`config.mk`:
```
export PLATFORM = sky130hd
export DESIGN_NAME = clock_mode_ctrl_flat
export DESIGN_NICKNAME = d
export VERILOG_FILES = /design/src/rtl/clock_ctrl_pkg.sv /design/src/rtl/clock_mode_ctrl_if.sv /design/src/rtl/btn_debounce.sv /design/src/rtl/clock_mode_ctrl.sv /design/src/flat_wrapper.sv
export SDC_FILE = /design/constraint.sdc
export NUM_CORES = 1
export LEC_CHECK = 0
export CAP_MARGIN = 0
export CORE_ASPECT_RATIO = 0.8
export CORE_MARGIN = 2
export CORE_UTILIZATION = 55
export CTS_CLUSTER_DIAMETER = 200
export DETAILED_ROUTE_END_ITERATION = 6
export GPL_ROUTABILITY_DRIVEN = 0
export PLACE_DENSITY = 0.87
export SLEW_MARGIN = 20
export SYNTH_ARGS = -nofsm -noshare
export SYNTH_HDL_FRONTEND = slang
export SYNTH_SLANG_ARGS = --single-unit
```
`constraint.sdc`:
```
create_clock -name clk -period 1.5 [get_ports clk]
set_input_delay 0.375 -clock clk [delete_from_list [all_inputs] [get_ports clk]]
set_output_delay 0.375 -clock clk [all_outputs]
set_load 0.005 [all_outputs]
```
`src/rtl/clock_ctrl_pkg.sv`:
```
// Shared encodings for the clock mode controller: modes, display sources, button indices.
package clock_ctrl_pkg;

    typedef enum logic [2:0] {
        MODE_RUN       = 3'd0,
        MODE_SET_TIME  = 3'd1,
        MODE_SET_DATE  = 3'd2,
        MODE_SET_ALARM = 3'd3,
        MODE_STOPWATCH = 3'd4
    } mode_e;

    typedef enum logic [1:0] {
        DISP_TIME  = 2'd0,
        DISP_DATE  = 2'd1,
        DISP_ALARM = 2'd2,
        DISP_SW    = 2'd3
    } disp_e;

    localparam int BTN_MODE = 0;
    localparam int BTN_SEL  = 1;
    localparam int BTN_INC  = 2;
    localparam int BTN_DEC  = 3;

    function automatic logic is_set_mode(mode_e m);
        return (m == MODE_SET_TIME) || (m == MODE_SET_DATE) || (m == MODE_SET_ALARM);
    endfunction

    function automatic disp_e disp_of(mode_e m);
        case (m)
            MODE_SET_DATE:  return DISP_DATE;
            MODE_SET_ALARM: return DISP_ALARM;
            MODE_STOPWATCH: return DISP_SW;
            default:        return DISP_TIME;
        endcase
    endfunction

endpackage

```
`src/rtl/clock_mode_ctrl_if.sv`:
```
// Button/command bundle between the mode controller (ctrl) and its consumers (disp).
interface clock_mode_ctrl_if;
    logic       enb;
    logic [3:0] btn;
    logic       sw2;
    logic [2:0] mode;
    logic       field;
    logic       inc_pulse;
    logic       dec_pulse;
    logic       sw_startstop;
    logic       sw_clear;
    logic [1:0] disp_sel;
    logic       blank_hi;
    logic       blank_lo;

    modport ctrl (
        input  enb, btn, sw2,
        output mode, field, inc_pulse, dec_pulse, sw_startstop, sw_clear,
               disp_sel, blank_hi, blank_lo
    );

    modport disp (
        output enb, btn, sw2,
        input  mode, field, inc_pulse, dec_pulse, sw_startstop, sw_clear,
               disp_sel, blank_hi, blank_lo
    );
endinterface

```
`src/rtl/btn_debounce.sv`:
```
// Purpose: synchronise and debounce one raw button, emit a one-cycle pulse per accepted press.
// Latency: level flips 1+DEBOUNCE_CYC edges after first sample; rise follows one edge later.
// Backpressure: none; free-running conditioner.
module btn_debounce #(
    parameter int DEBOUNCE_CYC = 20
) (
    input  logic clk,
    input  logic rst_n,
    input  logic raw,
    output logic level,
    output logic rise
);
    localparam int CW = (DEBOUNCE_CYC < 2) ? 1 : $clog2(DEBOUNCE_CYC + 1);

    logic          sync1, sync2;
    logic [CW-1:0] cnt;
    logic          level_d;

    always_ff @(posedge clk or negedge rst_n) begin
        if (!rst_n) begin
            sync1   <= 1'b0;
            sync2   <= 1'b0;
            cnt     <= '0;
            level   <= 1'b0;
            level_d <= 1'b0;
            rise    <= 1'b0;
        end else begin
            sync1   <= raw;
            sync2   <= sync1;
            level_d <= level;
            rise    <= level & ~level_d;
            // Counter tracks consecutive disagreement; any agreeing cycle restarts it.
            if (sync2 != level) begin
                if (cnt == CW'(DEBOUNCE_CYC - 1)) begin
                    level <= sync2;
                    cnt   <= '0;
                end else begin
                    cnt <= cnt + CW'(1);
                end
            end else begin
                cnt <= '0;
            end
        end
    end
endmodule

```
`src/rtl/clock_mode_ctrl.sv`:
```
// Mode/field FSM for the digital clock; debounces 4 buttons and emits adjust/stopwatch pulses.
// Latency: press action registered 3+DEBOUNCE_CYC edges after first sample; sw2 acts after 2-FF sync.
// Backpressure: none; presses arbitrated mode>sel>inc>dec, losers dropped. SET_TIMEOUT_EN adds auto-exit.
module clock_mode_ctrl
    import clock_ctrl_pkg::*;
#(
    parameter int DEBOUNCE_CYC = 20,
    parameter int TIMEOUT_S    = 30
) (
    input  logic               clk,
    input  logic               rst_n,
    clock_mode_ctrl_if.ctrl    bus
);
    logic [3:0] press;
    logic [3:0] level;
    logic [3:0] win;
    logic       sw2_m, sw2_s;

    mode_e mode_q, mode_n;
    logic  field_q, field_n;
    logic  blink_q, blink_n;
    logic  inc_q, inc_n, dec_q, dec_n, ss_q, ss_n, clr_q, clr_n;
    disp_e disp_q;
    logic  bhi_q, blo_q;

    for (genvar i = 0; i < 4; i++) begin : g_btn
        btn_debounce #(.DEBOUNCE_CYC(DEBOUNCE_CYC)) u_db (
            .clk   (clk),
            .rst_n (rst_n),
            .raw   (bus.btn[i]),
            .level (level[i]),
            .rise  (press[i])
        );
    end

`ifdef SET_TIMEOUT_EN
    localparam int TW = (TIMEOUT_S < 2) ? 1 : $clog2(TIMEOUT_S + 1);
    logic [TW-1:0] tcnt_q, tcnt_n;
`endif

    always_comb begin
        win = 4'b0000;
        if      (press[BTN_MODE]) win[BTN_MODE] = 1'b1;
        else if (press[BTN_SEL])  win[BTN_SEL]  = 1'b1;
        else if (press[BTN_INC])  win[BTN_INC]  = 1'b1;
        else if (press[BTN_DEC])  win[BTN_DEC]  = 1'b1;
    end

    always_comb begin
        mode_n  = mode_q;
        field_n = field_q;
        blink_n = blink_q;
        inc_n   = 1'b0;
        dec_n   = 1'b0;
        ss_n    = 1'b0;
        clr_n   = 1'b0;
        case (mode_q)
            MODE_RUN: begin
                if (sw2_s)              mode_n = MODE_STOPWATCH;
                else if (win[BTN_MODE]) mode_n = MODE_SET_TIME;
            end
            MODE_SET_TIME, MODE_SET_DATE, MODE_SET_ALARM: begin
                if (win[BTN_MODE]) begin
                    case (mode_q)
                        MODE_SET_TIME: mode_n = MODE_SET_DATE;
                        MODE_SET_DATE: mode_n = MODE_SET_ALARM;
                        default:       mode_n = MODE_RUN;
                    endcase
                end
                if (win[BTN_SEL]) field_n = ~field_q;
                inc_n = win[BTN_INC];
                dec_n = win[BTN_DEC];
                if (bus.enb) blink_n = ~blink_q;
            end
            MODE_STOPWATCH: begin
                if (!sw2_s) begin
                    mode_n = MODE_RUN;
                end else begin
                    ss_n  = win[BTN_INC];
                    clr_n = win[BTN_DEC];
                end
            end
            default: mode_n = MODE_RUN;
        endcase
`ifdef SET_TIMEOUT_EN
        tcnt_n = tcnt_q;
        if (is_set_mode(mode_q)) begin
            // Timeout takes precedence over anything pressed in the same cycle.
            if (bus.enb && tcnt_q == TW'(TIMEOUT_S - 1)) begin
                mode_n  = MODE_RUN;
                field_n = 1'b0;
                inc_n   = 1'b0;
                dec_n   = 1'b0;
            end else if (win != 4'b0000) begin
                tcnt_n = '0;
            end else if (bus.enb) begin
                tcnt_n = tcnt_q + TW'(1);
            end
        end else begin
            tcnt_n = '0;
        end
        if (mode_n != mode_q) tcnt_n = '0;
`endif
        if (mode_n != mode_q) begin
            field_n = 1'b0;
            blink_n = 1'b0;
        end else if (field_n != field_q) begin
            blink_n = 1'b0;
        end
    end

    always_ff @(posedge clk or negedge rst_n) begin
        if (!rst_n) begin
            sw2_m   <= 1'b0;
            sw2_s   <= 1'b0;
            mode_q  <= MODE_RUN;
            field_q <= 1'b0;
            blink_q <= 1'b0;
            inc_q   <= 1'b0;
            dec_q   <= 1'b0;
            ss_q    <= 1'b0;
            clr_q   <= 1'b0;
            disp_q  <= DISP_TIME;
            bhi_q   <= 1'b0;
            blo_q   <= 1'b0;
        end else begin
            sw2_m   <= bus.sw2;
            sw2_s   <= sw2_m;
            mode_q  <= mode_n;
            field_q <= field_n;
            blink_q <= blink_n;
            inc_q   <= inc_n;
            dec_q   <= dec_n;
            ss_q    <= ss_n;
            clr_q   <= clr_n;
            disp_q  <= disp_of(mode_n);
            bhi_q   <= is_set_mode(mode_n) & ~field_n & blink_n;
            blo_q   <= is_set_mode(mode_n) &  field_n & blink_n;
        end
    end

`ifdef SET_TIMEOUT_EN
    always_ff @(posedge clk or negedge rst_n) begin
        if (!rst_n) tcnt_q <= '0;
        else        tcnt_q <= tcnt_n;
    end
`endif

    assign bus.mode         = mode_q;
    assign bus.field        = field_q;
    assign bus.inc_pulse    = inc_q;
    assign bus.dec_pulse    = dec_q;
    assign bus.sw_startstop = ss_q;
    assign bus.sw_clear     = clr_q;
    assign bus.disp_sel     = disp_q;
    assign bus.blank_hi     = bhi_q;
    assign bus.blank_lo     = blo_q;
endmodule

```
`src/flat_wrapper.sv`:
```
// flat-port wrapper written by rule: the top's interface ports become plain ports
module clock_mode_ctrl_flat import clock_ctrl_pkg::*;
#(
    parameter int DEBOUNCE_CYC = 20,
    parameter int TIMEOUT_S    = 30
)
  (clk, rst_n, bus_enb, bus_btn, bus_sw2, bus_mode, bus_field, bus_inc_pulse, bus_dec_pulse, bus_sw_startstop, bus_sw_clear, bus_disp_sel, bus_blank_hi, bus_blank_lo);
  clock_mode_ctrl_if bus_i ();
  input  logic clk;
  input  logic rst_n;
  input wire logic [$bits(bus_i.enb)-1:0] bus_enb;
  input wire logic [$bits(bus_i.btn)-1:0] bus_btn;
  input wire logic [$bits(bus_i.sw2)-1:0] bus_sw2;
  output wire logic [$bits(bus_i.mode)-1:0] bus_mode;
  output wire logic [$bits(bus_i.field)-1:0] bus_field;
  output wire logic [$bits(bus_i.inc_pulse)-1:0] bus_inc_pulse;
  output wire logic [$bits(bus_i.dec_pulse)-1:0] bus_dec_pulse;
  output wire logic [$bits(bus_i.sw_startstop)-1:0] bus_sw_startstop;
  output wire logic [$bits(bus_i.sw_clear)-1:0] bus_sw_clear;
  output wire logic [$bits(bus_i.disp_sel)-1:0] bus_disp_sel;
  output wire logic [$bits(bus_i.blank_hi)-1:0] bus_blank_hi;
  output wire logic [$bits(bus_i.blank_lo)-1:0] bus_blank_lo;
  assign bus_i.enb = bus_enb;
  assign bus_i.btn = bus_btn;
  assign bus_i.sw2 = bus_sw2;
  assign bus_mode = bus_i.mode;
  assign bus_field = bus_i.field;
  assign bus_inc_pulse = bus_i.inc_pulse;
  assign bus_dec_pulse = bus_i.dec_pulse;
  assign bus_sw_startstop = bus_i.sw_startstop;
  assign bus_sw_clear = bus_i.sw_clear;
  assign bus_disp_sel = bus_i.disp_sel;
  assign bus_blank_hi = bus_i.blank_hi;
  assign bus_blank_lo = bus_i.blank_lo;
  clock_mode_ctrl #(.DEBOUNCE_CYC(DEBOUNCE_CYC), .TIMEOUT_S(TIMEOUT_S)) u_core (.clk(clk), .rst_n(rst_n), .bus(bus_i));
endmodule
```
==> summary.txt, run 1 <==
Layout
  – Area of the multi-input gates: 698 um^2
  – Share of cells above drive strength 1: 13.3%
  – Final net count: 207
  – Final Util: 66.7%
  – Ant diodes: 0
  – Register Area: 0.00138 mm^2
  – FILL cells: 266
  – Commonest cells after routing, fill and taps aside: dfrtp_1 (55), nor2_1 (18), dlygate4sd2_1 (12)
  – Leading cell type in the layout, fill and taps excluded: dfrtp_1
  – Syn-to-layout area delta: 18.0%

Synthesis
  – Yosys Warn Count: 0
  – Syn Inst Count: 161
  – Seq/Total Area, Yosys: 65.3%
  – Cell accounting for the most synthesized area: dfrtp_1
  – Post-synthesis cell area: 0.00211 mm^2
  – Yosys cell types: 32
  – Synthesized Nets: 173
  – Post-synthesis register bit count: 55
  – Synth top area share: 65.3%
  – Top post-synthesis cells by area: dfrtp_1 (65%), xor2_1 (4.6%), nor2_1 (3.2%)
  – Synth Area per Inst: 13.1 um^2

GRT
  – Final global-route overflow total: 0
  – Gr usage total: 18.9%
  – Pin count of the biggest net entering global routing: 42
  – Number of global-route vias before repair: 1337
  – Initial antenna violation count: 0
  – First-pass GRT wire length: 5920 um

Timing
  – Tcrit/Tclk final: 93.1%
  – Max Freq: 716 MHz
  – Unrepaired setup endpoints after global routing: no
  – Fin crit period: 1400 ps
  – Setup_tns: 0 ps
  – Final Setup Violations: 0
  – Max-slew headroom: 74.5%
  – Hold_ws: 353 ps
  – Worst slew pin tran: 380 ps
  – Fin. Hold Viols: 0
  – Fin. max-slew vios: 0
  – Clock Skews: 3.13 ps

Critical path
  – Critical path data arrival time: 1640 ps
  – CP endpoint kind: flip-flop
  – CP Class: flip-flop to flip-flop
  – CP startpoint: u_core.bus.mode[2]
  – CP peak stage delay: 400 ps
  – Reg2Reg Launch Point: u_core.bus.mode[2]
  – Worst setup path end: u_core.bus.field
  – CP Buf/Inv Count: 1
  – R2r setup slk: 100 ps
  – Slowest cell on crit path: dfrtp_1
  – Critical Path Start Type: flip-flop
  – R2R Path End: u_core.bus.field
  – Worst Reg-to-Reg Cells: 4
  – Crit path max-delay family: simple AND/OR/NAND/NOR gates
  – CP required: 1740 ps
  – Worst path depth: 4
  – Worst-path fanout max: 7
  – Cells along the critical path: buf_4, or2_1, nor4bb_1, a311o_1

Die
  – Die Area: 0.00435 mm^2
  – Die Ht: 59.4 um
  – Row cnt: 20
  – Initial Util: 56.5%
  – Die Wd: 73.2 um
  – Io pins: 20
  – Core area: 0.00373 mm^2

CTS
  – CTS tree: done
  – CTS root buf: clkbuf_8
  – Sink Count: 55
  – Clk buf depth: 2
  – Clock slew at reported path FFs: 90 ps
  – Skew-Pair Late Insertion Delay: 300 ps
  – Max H-tree Level: 2
  – CTS Buf Count: 5

Placement
  – Final HPWL DP: 2380 um
  – IO buf count: 19

Pwr
  – Peak supply drop: 0.000599 V
  – Lkg Pwr: 1.22 nW
  – PwrDens: 1000 mW/mm^2

Route
  – Via count: 1276
  – Post-Route WL: 3440 um
  – DRC violation count after routing: 0
  – Post-route ant nets: 0
  – Initial DRC Count: 118
  – Avg WL per Cell: 14.4 um
  – TritonRoute pass-1 iters: 4
  – Vias per Instance: 5.34

Job
  – Max_cap viols: 0

Hold path
  – Worst min path class: flip-flop to flip-flop

Outcome
  – Status: complete, no violations
==> where the power goes <==
group	internal, mW	total [mW]	switching, mW
Clock	0.363	0.789	0.427
Combinational	0.0694	0.147	0.0777
Sequential	1.52	1.56	0.0324
Total	1.96	2.49	0.537
==> registers in the layout, indices dropped and copies added (netlist names) <==
name / flops
u_core.g_btn.u_db.cnt: 20
u_core.g_btn.u_db.level: 4
u_core.g_btn.u_db.level_d: 4
u_core.g_btn.u_db.rise: 4
u_core.g_btn.u_db.sync1: 4
u_core.g_btn.u_db.sync2: 4
u_core.bus.mode: 3
u_core.bus.disp_sel: 2
u_core.blink_q: 1
u_core.bus.blank_hi: 1
u_core.bus.blank_lo: 1
u_core.bus.dec_pulse: 1
u_core.bus.field: 1
u_core.bus.inc_pulse: 1
u_core.bus.sw_clear: 1
u_core.bus.sw_startstop: 1
u_core.sw2_m: 1
u_core.sw2_s: 1
==> worst register-to-register path, cell delays in order, from the launching register on <==
cell	delay (ps)
dfrtp_1	400
buf_4	140
or2_1	330
nor4bb_1	320
a311o_1	160
==> Yosys cell counts <==
cell and number:
nor3b_4 1, or2_1 1, o21ai_0 3, nand2b_1 2
a21o_1 1, a311o_1 1, a2bb2oi_1 1, or2b_1 1
dfrtp_1 55, o22ai_1 1, inv_1 3, and2b_1 1
nor4_4 1, nor4bb_1 1, nand3_1 8, and2_1 5
nor2b_1 5, a21oi_1 1, nor2_1 18, xor2_1 11
nor3_1 5, mux2_2 4, nor4_1 2, nor4b_1 1
nor4b_2 1, and2b_2 1, buf_6 2, nand2_1 8
a31o_2 1, ha_1 4, xnor2_1 7, o31ai_1 4
==> repair_timing <==
action,4_1_cts,5_1_grt
hold buffers,1,0
resized for setup,12,0
buffers inserted,3,0
endpoints found under the setup margin,12,0
hold endpoints to repair,14,0
==> metrics by stage <==
stage          cell area [um^2]  setup slack [ps]  power (mW)  std cells
6_report                   2490               104        2.49        239
5_1_grt                    2490              25.0        2.61        239
4_1_cts                    2490               117        2.53        239
3_5_place_dp               2380              5.86        1.73        228
3_3_place_gp               2380              60.0        1.72        228
2_1_floorplan              2110               272        1.65        161
==> layer usage <==
metal  GRT usage (%)  vias up  share of wire (%)  wire length (um)
met1            22.0      621                 42              1460
met5               0        -                  0                 0
met2            31.4       42                 50              1710
met4            11.1        0                3.1               108
li1                -      603                  -                 -
met3            5.27       10                4.8               167
==> logic make-up (layout without fill, tap and decap cells) <==
| logic type | count (synthesis) | count (layout) | synth area share [%] |
|---|---|---|---|
| AND/OR/NAND/NOR | 62 | 62 | 16.8 |
| multiplexers | 4 | 4 | 2.14 |
| AO/OA/AOI/OAI | 13 | 13 | 4.33 |
| adder cells (fa/ha/maj) | 4 | 4 | 2.37 |
| buffers and inverters | 5 | 39 | 1.60 |
| XOR/XNOR | 18 | 18 | 7.48 |
| flip-flops | 55 | 55 | 65.3 |
==> worst min path at each step <==
stage | start | slack (ps) | cells past startpoint | end
finish | u_core.g_btn[0].u_db.sync1 | 350 | 0 | u_core.g_btn[0].u_db.sync2
global route | u_core.g_btn[1].u_db.sync1 | 360 | 0 | u_core.g_btn[1].u_db.sync2
CTS | u_core.g_btn[1].u_db.sync1 | 360 | 0 | u_core.g_btn[1].u_db.sync2
detailed placement | rst_n | 300 | 1 | u_core.bus.mode[0]
global placement | rst_n | 300 | 1 | u_core.bus.mode[1]
floorplan | rst_n | 80 | 0 | u_core.blink_q
==> area by class of cell <==
cell class,count,share of cell area [%]
Tap cell,44,2.21
Clock inverter,1,0.201
Inverter,3,0.452
Clock buffer,6,3.32
Multi-Input combinational cell,101,28.1
Sequential cell,55,55.3
Timing Repair Buffer,29,10.5
No activity file was read; power rests on OpenSTA's default activity.
==> run 2, diff against run 1 <==
--- a/config.mk
+++ b/config.mk
@@ -12,6 +12,7 @@
 export CTS_CLUSTER_DIAMETER = 200
 export DETAILED_ROUTE_END_ITERATION = 6
 export GPL_ROUTABILITY_DRIVEN = 0
+export GPL_TIMING_DRIVEN = 0
 export PLACE_DENSITY = 0.87
 export SLEW_MARGIN = 20
 export SYNTH_ARGS = -nofsm -noshare
==> run 2 against run 1 <==
Sequential cell count unchanged. Via count is 1.2% lower. Critical path depth increased by 1. Critical path type unchanged. Largest power group unchanged.
==> summary.txt, run 2 (synthesized netlist as in run 1, its figures left out) <==
Die
  – Io pins: 20 (unchanged)
  – Row cnt: 20 (unchanged)
  – Die Wd: 73.2 um (unchanged)
  – Die Area: 0.00435 mm^2 (unchanged)
  – Core area: 0.00373 mm^2 (unchanged)
  – Die Ht: 59.4 um (unchanged)
  – Initial Util: 56.5% (unchanged)

Job
  – Max_cap viols: 0 (unchanged)

Critical path
  – Critical Path Start Type: flip-flop
  – Worst-path fanout max: 8 (+1)
  – CP Class: flip-flop to flip-flop
  – Slowest cell on crit path: dfrtp_2
  – R2r setup slk: 90 ps (-20 ps)
  – CP startpoint: u_core.bus.mode[2]
  – R2R Path End: u_core.bus.field
  – Cells along the critical path: buf_4, or2_1, buf_6, nor4bb_1, a311o_1
  – Worst Reg-to-Reg Cells: 5 (+1)
  – CP required: 1740 ps (about the same)
  – CP peak stage delay: 410 ps (about the same)
  – CP endpoint kind: flip-flop
  – Critical path data arrival time: 1650 ps (about the same)
  – Reg2Reg Launch Point: u_core.bus.mode[2]

Placement
  – Pre-CTS setup slack: 35.9 ps (+30.1 ps)
  – Final HPWL DP: 2240 um (-5.9%)
  – Dpl cells: 225 (-1.3%)
  – DP Area: 0.00237 mm^2 (-0.63%)
  – IO buf count: 19 (unchanged)

Timing
  – Setup_tns: 0 ps (unchanged)
  – Worst slew pin tran: 482 ps (+103 ps)
  – Unrepaired setup endpoints after global routing: no
  – Max-slew headroom: 67.8% (-6.6 points)
  – Tcrit/Tclk final: 94.3% (+1.2 points)
  – Fin crit period: 1410 ps (+18.4 ps)
  – Fin. max-slew vios: 0 (unchanged)
  – Fin. Hold Viols: 0 (unchanged)
  – Final Setup Violations: 0 (unchanged)
  – Clock Skews: 3.60 ps (+0.466 ps)
  – Hold_ws: 24.0 ps (-329 ps)
  – Fin worst setup slack: 85.7 ps (-18.4 ps)
  – Max Freq: 707 MHz (-1.3%)

Layout
  – Syn-to-layout area delta: 18.7%
  – Share of cells above drive strength 1: 15.0% (+1.7 points)
  – Fin area: 0.00250 mm^2 (+0.55%)
  – Commonest cells after routing, fill and taps aside: dfrtp_1 (53), nor2_1 (18), xor2_1 (11), dlygate4sd2_1 (11)
  – Final net count: 204 (-1.4%)
  – Final Util: 67.1% (+0.37 points)
  – Leading cell type in the layout, fill and taps excluded: dfrtp_1
  – Largest Register: u_core.g_btn.u_db.cnt
  – Final non-filler cell total: 237 (-0.84%)
  – Ant diodes: 0 (unchanged)
  – Max reg flops: 20 (unchanged)

GRT
  – Final global-route overflow total: 0 (unchanged)
  – Number of global-route vias before repair: 1274 (-4.7%)
  – GRT met2 Usage: 28.2% (-3.2 points)
  – Top Usage Layer GRT: met2
  – M3 GR Usage: 3.91% (-1.4 points)
  – Initial antenna violation count: 0 (unchanged)
  – Gr usage total: 17.3% (-1.6 points)
  – Met1 usage: 21.7% (-0.23 points)
  – First-pass GRT wire length: 5600 um (-5.5%)
  – Pin count of the biggest net entering global routing: 36 (-14%)

Pwr
  – PwrDens: 1020 mW/mm^2 (+1.6%)
  – Internal power: 2.01 mW (+2.9%)
  – Final Total Pwr: 2.55 mW (+2.1%)
  – Lkg Pwr: 1.22 nW (about the same)
  – Switching pwr: 0.534 mW (-0.57%)
  – Peak supply drop: 0.000718 V (+20%)
  – Clock Power Share: 33.2% (+1.5 points)
  – Combinational Power Share: 5.6% (-0.3 points)
  – Reg power frac: 61.2% (-1.2 points)
  – Sw Share: 21.0% (-0.57 points)

CTS
  – Max H-tree Level: 2 (unchanged)
  – Sink Count: 55 (unchanged)
  – CTS tree: done
  – Clk buf depth: 2 (unchanged)
  – Count of hold-fix buffers inserted at cts: 0 (-1)
  – CTS Buf Count: 5 (unchanged)
  – Clock slew at reported path FFs: 90 ps (about the same)
  – Skew-Pair Late Insertion Delay: 300 ps (about the same)
  – CTS root buf: clkbuf_8

Route
  – DRC violation count after routing: 0 (unchanged)
  – Avg WL per Cell: 13.8 um (-4.0%)
  – Via count: 1261 (-1.2%)
  – Initial DRC Count: 71 (-40%)
  – TritonRoute pass-1 iters: 4 (unchanged)
  – Vias per Instance: 5.32 (-0.34%)
  – Post-route ant nets: 0 (unchanged)
  – Post-Route WL: 3280 um (-4.8%)

Hold path
  – Worst min path class: input port to asynchronous set/reset pin

Outcome
  – Status: complete, no violations
[run 2: layout make-up]
cell class | count | area [um^2]
Clock buffer | 8 | 100
Buffer | 2 | 22.5
Multi-Input combinational cell | 101 | 711
Sequential cell | 55 | 1380
Inverter | 3 | 11.3
Timing Repair Buffer | 24 | 224
Fill cell | 279 | 1230
Tap cell | 44 | 55.1
[run 2: layer usage]
metal,wire [um],share of wire (%)
met2,1620,49
met5,0,0
met3,181,5.5
met4,71,2.2
met1,1410,43
[run 2: how the worst max path moves through the flow]
| stage | to | depth (start not counted) |
|---|---|---|
| floorplan | u_core.bus.field | 4 |
| global placement | u_core.g_btn[1].u_db.cnt[0] | 1 |
| detailed placement | u_core.blink_q | 4 |
| CTS | bus_disp_sel[1] | 1 |
| global route | u_core.bus.field | 5 |
| finish | u_core.bus.field | 5 |
[run 2: what timing repair did]
action / CTS / global route
gates resized for setup: 13 / 4
setup buffers: 4 / 0
pin swaps: 0 / 0
endpoints found under the setup margin: 11 / 12
[run 2: power by group through the flow]
stage	clock [mW]	combinational [mW]	sequential [mW]
after floorplan	0	0.0674	1.58
after global placement	0	0.127	1.58
after detailed placement	0	0.141	1.59
after CTS	0.873	0.145	1.56
after global routing	0.951	0.165	1.57
final	0.846	0.143	1.56
[run 2: critical path: cells and delay by family (launching register included)]
kind                   cells  cell delay, ps
buffers and inverters      2             300
DFF                        1             410
and+or+nand+nor            2             490
AOI/OAI and AO/OA          1             150
==> RTL edit 1 (settings of run 1) <==
Add a define of `SET_TIMEOUT_EN`.
--- a/src/rtl/clock_mode_ctrl.sv
+++ b/src/rtl/clock_mode_ctrl.sv
@@ -1,6 +1,8 @@
 // Mode/field FSM for the digital clock; debounces 4 buttons and emits adjust/stopwatch pulses.
 // Latency: press action registered 3+DEBOUNCE_CYC edges after first sample; sw2 acts after 2-FF sync.
 // Backpressure: none; presses arbitrated mode>sel>inc>dec, losers dropped. SET_TIMEOUT_EN adds auto-exit.
+`define SET_TIMEOUT_EN
+
 module clock_mode_ctrl
     import clock_ctrl_pkg::*;
 #(
Behaviour: no difference found for any inputs over 10 cycles, from zero or initial values and one cycle with rst_n low; that may be too few to reach the edited logic, so the function may still have changed.
==> RTL edit 1 against run 1 <==
  * The flow now finishes with violations (setup timing)
  * Core utilization increased by 6.5 points
  * Sequential cell count increased by 5
  * Wire length increased by 29%
  * Cell area increased by 25%
  * Setup slack got worse by 270 ps
  * Critical endpoint is now u_core.tcnt_q[4]
  * Area after synthesis increased by 18%
  * Critical path depth unchanged
  * Power increased by 33%
==> RTL edit 1: results (changes against run 1) <==
Parameter                              Value

Timing
  Final setup slack of the worst path    -169 ps (was 104 ps)
  Post-route clock skew    7.73 ps (was 3.13 ps)
  Setup violation total in the final timing report    5 (was 0)
  Worst hold margin    20.0 ps (was 353 ps)

Yosys
  Instance count of the mapped netlist    221 (was 161)
  Share of the synthesized area in the top cell type    0.603 (was 0.653)
  Synth cell count leaders    dfrtp_1, nor2_1, nand2_1 (was dfrtp_1, nor2_1, xor2_1)
  Synthesized net count    235 (was 173)
  Fraction of the yosys area taken by sequential cells    0.603 (was 0.653)
  Number of distinct standard cells referenced by the synthesized netlist    34 (was 32)

Power and ir drop
  Maximum VDD drop    764 µV (was 599 µV)
  Lkg Pwr    1.44 nW (was 1.22 nW)

Outcome
  Outcome    finished with violations (was complete, no violations)
  Failing checks    setup timing

Clock tree
  Hold-fix buffers at CTS    0 (was 1)
  CTS Buf Count    9 (was 5)
  Clock H-tree levels    3 (was 2)

Setup path
  Highest fanout seen on the critical path    3 (was 7)
  End of the worst register-to-register path    u_core.tcnt_q[4] (was u_core.bus.field)

Cells and area
  Post-layout nets    280 (was 207)
  Number of standard cells in the final layout excluding fillers    328 (was 239)

Drt
  Routed WL per cell    13.5 µm (was 14.4 µm)
  Detailed-routed wire length on met2    2.13 mm (was 1.71 mm)

Global routing
  Global-route wire length before repair    7.87 mm (was 5.92 mm)
  Grt met2 use    0.326 (was 0.314)

Hold path
  Worst Hold Class    input port to async pin (was register to register)
-- RTL edit 1: how the worst max path moves through the flow --
stage | end | slack (ps) | cells after the start
2_1_floorplan | u_core.tcnt_q[4] | -80 | 4
3_3_place_gp | u_core.bus.field | -210 | 5
3_5_place_dp | u_core.bus.field | -250 | 5
4_1_cts | u_core.tcnt_q[4] | -150 | 4
5_1_grt | u_core.tcnt_q[4] | -220 | 4
6_report | u_core.tcnt_q[4] | -170 | 4
-- RTL edit 1: power by group --
part           total [mW]  switching [mW]  internal [mW]
sequential           1.69          0.0300           1.66
combinational       0.158          0.0826         0.0754
clock                1.46           0.613          0.852
total                3.31           0.725           2.59
-- RTL edit 1: per-stage QoR --
| stage | cell area (µm²) | setup slack, ps |
|---|---|---|
| 3_5_place_dp | 2840 | -254 |
| 5_1_grt | 3120 | -217 |
| 6_report | 3120 | -169 |
| 2_1_floorplan | 2490 | -75.2 |
| 4_1_cts | 3100 | -153 |
| 3_3_place_gp | 2840 | -213 |
-- RTL edit 1: what timing repair did --
| action | CTS | global route |
|---|---|---|
| setup endpoints to repair | 21 | 11 |
| setup buffers | 6 | 0 |
| pin swaps | 4 | 0 |
| resized for setup | 19 | 3 |
-- RTL edit 1: area by class of cell --
cell class              instances  area (µm²)
repair buffers                 38         329
well taps                      57        71.3
inverters                       8        30.0
clock inverters                 4        47.5
flip-flops and latches         60        1500
multi-input cells             149         982
clock buffers                  12         155
fillers                       289        1140
-- RTL edit 1: cell families after synthesis --
logic type	Yosys count	share of synthesized area
adders and majority gates	6	0.0302
AOI/OAI and AO/OA	30	0.0784
xor gates and xnor gates	14	0.0493
DFF	60	0.603
muxes	9	0.0402
buffers and inverters	12	0.0181
and+or+nand+nor	90	0.180
==> RTL edit 2 (config.mk and constraints of run 1) <==
Without the edit above. `DEBOUNCE_CYC` is set to 20 in 3 places; all go to 40.
--- a/src/rtl/btn_debounce.sv
+++ b/src/rtl/btn_debounce.sv
@@ -2,7 +2,7 @@
 // Latency: level flips 1+DEBOUNCE_CYC edges after first sample; rise follows one edge later.
 // Backpressure: none; free-running conditioner.
 module btn_debounce #(
-    parameter int DEBOUNCE_CYC = 20
+    parameter int DEBOUNCE_CYC = 40
 ) (
     input  logic clk,
     input  logic rst_n,
--- a/src/rtl/clock_mode_ctrl.sv
+++ b/src/rtl/clock_mode_ctrl.sv
@@ -4,7 +4,7 @@
 module clock_mode_ctrl
     import clock_ctrl_pkg::*;
 #(
-    parameter int DEBOUNCE_CYC = 20,
+    parameter int DEBOUNCE_CYC = 40,
     parameter int TIMEOUT_S    = 30
 ) (
     input  logic               clk,
--- a/src/flat_wrapper.sv
+++ b/src/flat_wrapper.sv
@@ -1,7 +1,7 @@
 // flat-port wrapper written by rule: the top's interface ports become plain ports
 module clock_mode_ctrl_flat import clock_ctrl_pkg::*;
 #(
-    parameter int DEBOUNCE_CYC = 20,
+    parameter int DEBOUNCE_CYC = 40,
     parameter int TIMEOUT_S    = 30
 )
   (clk, rst_n, bus_enb, bus_btn, bus_sw2, bus_mode, bus_field, bus_inc_pulse, bus_dec_pulse, bus_sw_startstop, bus_sw_clear, bus_disp_sel, bus_blank_hi, bus_blank_lo);
Formal check against the unedited RTL: no difference found for any inputs over 10 cycles, from zero or initial values and one cycle with rst_n low; that may be too few to reach the edited logic, so the function may still have changed.
==> RTL edit 2 against run 1 <==
  * Area after synthesis grew 7.7%
  * Power grew 33%
  * Sequential share of layout area shrank 2.2 points
  * Cell area grew 12%
  * Sequential cell count grew 4
  * Setup slack gained 21 ps
  * Wire length grew 2.5%
  * Critical path type unchanged
  * Largest power group unchanged
==> RTL edit 2: results (changes against run 1) <==
Parameter                              Value

Global routing
  Vias in the first global route    1383 (was 1337)
  Grt met2 use    0.288 (was 0.314)
  Total global routing track utilization    0.183 (was 0.189)
  Global routing met1 resource utilization    0.214 (was 0.220)
  Global-route wire length before repair    5.93 mm (was 5.92 mm)
  Largest net degree at the start of global routing    49 (was 42)

Power and ir drop
  Lkg Pwr    1.34 nW (was 1.22 nW)
  Total power    3.31 mW (was 2.49 mW)
  Combinational Power    0.138 mW (was 0.147 mW)
  Maximum VDD drop    862 µV (was 599 µV)

Drt
  Detailed-routed wire length on met2    1.63 mm (was 1.71 mm)
  Final wirelength    3.53 mm (was 3.44 mm)
  Detailed-routed wire length on met3    204 µm (was 167 µm)
  Met1 WL    1.62 mm (was 1.46 mm)
  1st-iter DRT viols    68 (was 118)

Timing
  FMAX    0.727 GHz (was 0.716 GHz)
  Worst-Margin Slew    344 ps (was 380 ps)
  Worst hold margin    342 ps (was 353 ps)
  Post-route clock skew    5.87 ps (was 3.13 ps)

Placement
  Half-perimeter wire length of the detailed placement result    2.39 mm (was 2.38 mm)
  Count of placed standard cells including taps    262 (was 228)
  Pre-CTS WS    80.5 ps (was 5.86 ps)
  Post-place instance area    2550 µm² (was 2380 µm²)

Outcome
  Outcome    complete, no violations (unchanged)

Setup path
  Highest fanout seen on the critical path    10 (was 7)
  Cells on worst reg2reg path    5 (was 4)
  Launching instance or port of the critical path    u_core.bus.mode[2] (unchanged)
  Critical path capture point    u_core.bus.blank_lo (was u_core.bus.field)
  Arr. time, crit path    1610 ps (was 1640 ps)

Yosys
  Cell types occupying the most area after synthesis    dfrtp_1, nor2_1, xor2_1, xnor2_1, nand3_1 (was dfrtp_1, xor2_1, nor2_1, xnor2_1, ha_1)
  Synthesized net count    199 (was 173)
  Synth Area per Inst    12.1 µm² (was 13.1 µm²)
  Mux contribution to synthesized area    0.0248 (was 0.0214)
  Fraction of the yosys area taken by sequential cells    0.650 (was 0.653)
  Adder-cell share of the synthesized area    0.0220 (was 0.0237)
  XOR/XNOR share of the synthesized area    0.100 (was 0.0748)
  Synth cell count leaders    dfrtp_1, nor2_1, nand2_1, xor2_1, xnor2_1 (was dfrtp_1, nor2_1, xor2_1)
  Number of distinct standard cells referenced by the synthesized netlist    29 (was 32)

Hold path
  Launch instance of the worst min-delay path    u_core.sw2_m (was u_core.g_btn[0].u_db.sync1)
  Worst Hold Class    register to register (unchanged)
  Hold endpoint    u_core.sw2_s (was u_core.g_btn[0].u_db.sync2)

Cells and area
  Number of standard cells in the final layout excluding fillers    283 (was 239)
  Fraction of final layout cells with drive strength greater than 1    0.132 (was 0.133)
  Number of filler instances in the final layout    293 (was 266)
  Post-layout nets    235 (was 207)

Clock tree
  Worst-path clk slew    60 ps (was 90 ps)
  CTS Buf Count    9 (was 5)
  Clock H-tree levels    3 (was 2)
  Clock latency on the worst-skew pair    330 ps (was 300 ps)
RTL edit 2: cell count changes in the layout (fill, tap and decap cells not counted), sizes merged, moves of 4 or more:
| cell | before | now |
|---|---|---|
| xnor2 | 7 | 12 |
| clkbuf | 6 | 11 |
| nand2 | 8 | 14 |
| dfrtp | 55 | 59 |
| nor2 | 18 | 34 |
RTL edit 2: layout make-up:
| cell class | count | share of cell area |
|---|---|---|
| Clock inverter | 5 | 0.0279 |
| Clock buffer | 11 | 0.0472 |
| Inverter | 1 | 0.00135 |
| Tap cell | 55 | 0.0247 |
| Multi-Input combinational cell | 124 | 0.277 |
| Timing Repair Buffer | 28 | 0.0909 |
| Sequential cell | 59 | 0.531 |
RTL edit 2: what timing repair did:
item / 4_1_cts / 5_1_grt
setup buffers: 4 / 0
endpoints found under the hold margin: 11 / 0
gates resized for setup: 12 / 0
setup endpoints to repair: 12 / 0
hold buffers: 1 / 0
